File: config.mk
export PLATFORM = sky130hd
export DESIGN_NAME = axi_arbiter
export DESIGN_NICKNAME = d
export VERILOG_FILES = /design/src/rtl/axi_arbiter.sv
export SDC_FILE = /design/constraint.sdc
export NUM_CORES = 1
export LEC_CHECK = 0
export CORE_AREA = 2 2 140 142
export CTS_CLUSTER_SIZE = 14
export DETAILED_ROUTE_END_ITERATION = 6
export DIE_AREA = 0 0 142 144
export PLACE_DENSITY = 0.49
export SLEW_MARGIN = 20
export SYNTH_ARGS = -nofsm -noshare
export SYNTH_HDL_FRONTEND = slang
export SYNTH_SLANG_ARGS = --single-unit
File: constraint.sdc
create_clock -name clock -period 2.3 [get_ports clock]
set_clock_uncertainty 0.05 [all_clocks]
set_input_delay 0.46 -clock clock [delete_from_list [all_inputs] [get_ports clock]]
set_output_delay 0.46 -clock clock [all_outputs]
set_load 0.005 [all_outputs]
File: src/rtl/axi_arbiter.sv
// Two-master AXI4-Lite arbiter: IFU (read-only) and LSU (read/write) share one slave port.
// One transaction in flight at a time; responses are routed only to the granted master.
module axi_arbiter #(
  parameter int ADDR_W    = 32,
  parameter int DATA_W    = 32,
  parameter bit LSU_FIRST = 1'b1
) (
  input  logic                clock,
  input  logic                reset,
  // IFU read channels
  input  logic                ifu_arvalid_i,
  input  logic [ADDR_W-1:0]   ifu_araddr_i,
  output logic                ifu_arready_o,
  output logic                ifu_rvalid_o,
  output logic [DATA_W-1:0]   ifu_rdata_o,
  input  logic                ifu_rready_i,
  // LSU read channels
  input  logic                lsu_arvalid_i,
  input  logic [ADDR_W-1:0]   lsu_araddr_i,
  input  logic [2:0]          lsu_arsize_i,
  output logic                lsu_arready_o,
  output logic                lsu_rvalid_o,
  output logic [DATA_W-1:0]   lsu_rdata_o,
  input  logic                lsu_rready_i,
  // LSU write channels
  input  logic                lsu_awvalid_i,
  input  logic [ADDR_W-1:0]   lsu_awaddr_i,
  output logic                lsu_awready_o,
  input  logic                lsu_wvalid_i,
  input  logic [DATA_W-1:0]   lsu_wdata_i,
  input  logic [DATA_W/8-1:0] lsu_wstrb_i,
  output logic                lsu_wready_o,
  output logic                lsu_bvalid_o,
  output logic [1:0]          lsu_bresp_o,
  input  logic                lsu_bready_i,
  // Slave port
  output logic                arvalid_o,
  output logic [ADDR_W-1:0]   araddr_o,
  output logic [2:0]          arsize_o,
  input  logic                arready_i,
  input  logic                rvalid_i,
  input  logic [DATA_W-1:0]   rdata_i,
  output logic                rready_o,
  output logic                awvalid_o,
  output logic [ADDR_W-1:0]   awaddr_o,
  input  logic                awready_i,
  output logic                wvalid_o,
  output logic [DATA_W-1:0]   wdata_o,
  output logic [DATA_W/8-1:0] wstrb_o,
  input  logic                wready_i,
  input  logic                bvalid_i,
  input  logic [1:0]          bresp_i,
  output logic                bready_o,
  // Grant state: 0 IDLE, 1 IFU_RD, 2 LSU_RD, 3 LSU_WR
  output logic [1:0]          dbg_state_o
);

  typedef enum logic [1:0] {
    ST_IDLE   = 2'd0,
    ST_IFU_RD = 2'd1,
    ST_LSU_RD = 2'd2,
    ST_LSU_WR = 2'd3
  } state_t;

  state_t r_state;
  state_t w_next;
  logic   r_ar_done;
  logic   r_aw_done;
  logic   r_w_done;
  logic   w_wr_req;
  logic   w_ar_hs;
  logic   w_aw_hs;
  logic   w_w_hs;
  logic   w_b_gate;

  // Handshake rule on every channel: a transfer happens on a rising edge
  // where valid and ready are both high; valid and payload are held until then.
  assign w_wr_req    = lsu_awvalid_i | lsu_wvalid_i;
  assign dbg_state_o = r_state;

  always_comb begin
    w_next        = r_state;
    w_ar_hs       = 1'b0;
    w_aw_hs       = 1'b0;
    w_w_hs        = 1'b0;
    w_b_gate      = 1'b0;
    ifu_arready_o = 1'b0;
    ifu_rvalid_o  = 1'b0;
    ifu_rdata_o   = '0;
    lsu_arready_o = 1'b0;
    lsu_rvalid_o  = 1'b0;
    lsu_rdata_o   = '0;
    lsu_awready_o = 1'b0;
    lsu_wready_o  = 1'b0;
    lsu_bvalid_o  = 1'b0;
    lsu_bresp_o   = 2'b00;
    arvalid_o     = 1'b0;
    araddr_o      = '0;
    arsize_o      = 3'b000;
    rready_o      = 1'b0;
    awvalid_o     = 1'b0;
    awaddr_o      = '0;
    wvalid_o      = 1'b0;
    wdata_o       = '0;
    wstrb_o       = '0;
    bready_o      = 1'b0;
    case (r_state)
      ST_IDLE: begin
        if (LSU_FIRST) begin
          if (w_wr_req)           w_next = ST_LSU_WR;
          else if (lsu_arvalid_i) w_next = ST_LSU_RD;
          else if (ifu_arvalid_i) w_next = ST_IFU_RD;
        end else begin
          if (ifu_arvalid_i)      w_next = ST_IFU_RD;
          else if (w_wr_req)      w_next = ST_LSU_WR;
          else if (lsu_arvalid_i) w_next = ST_LSU_RD;
        end
      end
      ST_IFU_RD: begin
        arvalid_o     = ifu_arvalid_i & ~r_ar_done;
        araddr_o      = ifu_araddr_i;
        arsize_o      = 3'b010;
        ifu_arready_o = arready_i & ~r_ar_done;
        w_ar_hs       = arvalid_o & arready_i;
        rready_o      = ifu_rready_i;
        ifu_rvalid_o  = rvalid_i;
        ifu_rdata_o   = rdata_i;
        if (rvalid_i & ifu_rready_i) w_next = ST_IDLE;
      end
      ST_LSU_RD: begin
        arvalid_o     = lsu_arvalid_i & ~r_ar_done;
        araddr_o      = lsu_araddr_i;
        arsize_o      = lsu_arsize_i;
        lsu_arready_o = arready_i & ~r_ar_done;
        w_ar_hs       = arvalid_o & arready_i;
        rready_o      = lsu_rready_i;
        lsu_rvalid_o  = rvalid_i;
        lsu_rdata_o   = rdata_i;
        if (rvalid_i & lsu_rready_i) w_next = ST_IDLE;
      end
      ST_LSU_WR: begin
        awvalid_o     = lsu_awvalid_i & ~r_aw_done;
        awaddr_o      = lsu_awaddr_i;
        lsu_awready_o = awready_i & ~r_aw_done;
        w_aw_hs       = awvalid_o & awready_i;
        wvalid_o      = lsu_wvalid_i & ~r_w_done;
        wdata_o       = lsu_wdata_i;
        wstrb_o       = lsu_wstrb_i;
        lsu_wready_o  = wready_i & ~r_w_done;
        w_w_hs        = wvalid_o & wready_i;
        // The response is only exposed once both AW and W are (being) accepted.
        w_b_gate      = (r_aw_done | w_aw_hs) & (r_w_done | w_w_hs);
        bready_o      = lsu_bready_i & w_b_gate;
        lsu_bvalid_o  = bvalid_i & w_b_gate;
        lsu_bresp_o   = bresp_i;
        if (bvalid_i & bready_o) w_next = ST_IDLE;
      end
      default: w_next = ST_IDLE;
    endcase
  end

  always_ff @(posedge clock) begin
    if (reset) begin
      r_state   <= ST_IDLE;
      r_ar_done <= 1'b0;
      r_aw_done <= 1'b0;
      r_w_done  <= 1'b0;
    end else begin
      r_state <= w_next;
      if (w_next == ST_IDLE) begin
        r_ar_done <= 1'b0;
        r_aw_done <= 1'b0;
        r_w_done  <= 1'b0;
      end else begin
        if (w_ar_hs) r_ar_done <= 1'b1;
        if (w_aw_hs) r_aw_done <= 1'b1;
        if (w_w_hs)  r_w_done  <= 1'b1;
      end
    end
  end

endmodule

==> impl_results.md, run 1 <==
- Outcome: finished clean
- Layout cells sized above 1: 12.0%
- Seq/Total Area, Yosys: 5.26%
- Yosys top cell by area: and2_1
- Leak: 3.79 nW
- CTS HTree Levels: 1
- Syn_nets: 469
- Worst slew pin tran: 505 ps
- Clock buffer count from CTS: 3
- Non-filler instance count after layout: 915
- Setup TNS: 0 ps
- GR Layer Usage met1: 15.6%
- Worst path required time: 1790 ps
- Critical path arrival: 1780 ps
- Root Buffer: clkbuf_16
- Top-area cell type share of the netlist area: 46.6%
- Relative slew slack: 66.1%
- Final Hold Viols: 0
- Via count: 3,514
- Vias in the first global route: 3,474
- Residual DRC: 0
- Number of max-cap violations: 0
- Cell Area, Synth: 1900 um2
- Via/cell ratio: 3.84
- Die height: 144 um
- IO Pins: 366
- Antenna Nets Post-Route: 0
- Die Width: 142 um
- Met3 GRT Util: 2.62%
- Yosys warns: 0
- Hold Path Stages: 2
- Half-perimeter wire length after placement: 11,700 um
- First-pass GRT wire length: 20,500 um
- Critical path's slowest cell: dfxtp_2
- Buffers on Ports: 365
- Post-synthesis cell count: 282
- Final setup margin: 6.70 ps
- Clock Tree Buf Depth: 2
- Antenna violations before repair: 0
- DP Worst Slack: -143 ps
- DRT Wirelength: 15,000 um
- Worst vdd ir: 0.000230 V
- Clock sinks: 5
- Unrepaired setup endpoints after global routing: yes
- Post-DR wirelength/cell: 16.4 um
- Final Cycle Share: 99.7%
- Startpoint types: register
- Die footprint: 20,400 um2
- Overall Global Routing Usage: 12.9%
- Largest net degree at the start of global routing: 36
- Endpoints failing setup: 0
- Core ar.: 19,100 um2
- Row cnt: 51
- Area contributors post-synth: and2_1, a22oi_1, nor2b_1
- Final GP Congestion: 0.784
- PD cells: 573 nW/um2
- Total grt overflow: 0
- Register-to-Register Path Depth: 7
- Drt first pass iters: 4
- Clock latency at the later pin of the worst-skew pair: 230 ps
- DRT iter0 DRCs: 97
- Max-slew violations: 0
- Most frequent cells in the layout: clkdlybuf4s50_1, and2_1, dlygate4sd2_1, dlymetal6s2s_1, a22oi_1
- CP cell instances: buf_6 -> ha_4 -> buf_12 -> clkbuf_16 -> a22oi_1 -> nor2b_1 -> dlygate4sd2_1
- Maximum clock frequency: 0.436 GHz
- Post-synth cell types: 29
- Met2 Track Usage GR: 24.0%
- Most common cell after layout, fill and taps aside: clkdlybuf4s50_1
- Crit. End Element: primary output
- Area growth syn-to-layout: 250%
- CTS tree: built
- Worst Hold Class: register to register
- Most Crowded Layer GR: met2
- Ant diodes: 0
- Crit Path Class: register to primary output
- Reg clk slew, reported paths: 40 ps
- Worst hold margin: 531 ps
- Max stage delay on crit path: 330 ps
- Avg Inst Size Synth: 6.75 um2
- Critical path peak fanout: 10
- Initial core utilization: 9.98%
- Net count reported at finish: 865
- Final Critical Period: 2290 ps
- Post-placement cell count: 885
- Seq cells post-synth: 5
final timing paths:
kind                  startpoint        endpoint  slack [ps]
setup / recovery  dbg_state_o[1]     araddr_o[4]           7
hold / removal         r_aw_done       r_aw_done         530
setup reg to reg  dbg_state_o[1]  dbg_state_o[0]         310
hold reg to reg        r_aw_done       r_aw_done         530
repair_timing:
action                                 CTS  global route
hold buffers                             0             0
setup endpoints to repair              176            48
gates resized for setup                161            61
endpoints found under the hold margin    0             0
cloned                                   8             2
pin swaps                                1             0
setup buffers                            9             8
flip-flops by register name, indices dropped and copies added, names as in the netlist:
signal / cells
r_ar_done: 1
r_aw_done: 1
dbg_state_o: 2
r_w_done: 1
worst max-delay path, delay by kind of cell (launching register included):
family          cells  cell delay (ps)
buf+inv             4              700
flops               1              330
fa+ha+maj           1              230
compound gates      1              210
simple gates        1               70
cell type report:
type | instances | area [um2]
repair buffers | 419 | 4420
inverters | 2 | 12.5
multi-input cells | 247 | 1750
clock buffers | 4 | 78.8
fillers | 1997 | 12400
flip-flops and latches | 5 | 105
well taps | 238 | 298
layer usage:
metal / part of all wire [%] / wire, um
met1: 40 / 5920
met2: 54 / 8020
met3: 6.2 / 933
met4: 0.63 / 95
met5: 0 / 0
synth_stat cells (all sizes together):
master and instances:
nand2 4, buf 6, inv 2, a21oi 3
o21ai 1, a21boi 2, a221oi 1, and2 142
a31oi 3, a22oi 34, a32o 1, dfxtp 5
nor3b 2, o31ai 2, and3b 4, a31o 1
ha 4, o41ai 1, nor2 1, and2b 1
mux2 1, clkbuf 22, a211oi 4, nor2b 34
a2111oi 1
per-stage QoR:
step / instance area [um2] / util [%] / power, mW
finish: 6670 / 35.0 / 3.82
global route: 6670 / 35.0 / 4.10
CTS: 6390 / 33.5 / 3.70
detailed placement: 6020 / 31.5 / 3.05
global placement: 6020 / 31.5 / 3.02
floorplan: 1900 / - / 1.23
cell families after synthesis:
kind of cell             Yosys count  share of synthesized area (%)
AO/OA/AOI/OAI                     54                           22.9
buffers and inverters             30                           6.70
AND/OR/NAND/NOR                  188                           62.0
multiplexers                       1                          0.591
flip-flops                         5                           5.26
adder cells (fa/ha/maj)            4                           2.63
power by group:
group          internal [mW]  switching [mW]
clock network          0.231          0.0654
registers              0.111          0.0243
logic                   2.12            1.27
No activity file was read; power rests on OpenSTA's default activity.
==> inputs of run 2 (changes only) <==
Settings changed: CTS_CLUSTER_DIAMETER from default to 120.
==> results of run 2 <==
Final layout, timing and power as in run 1 (identical DEF).
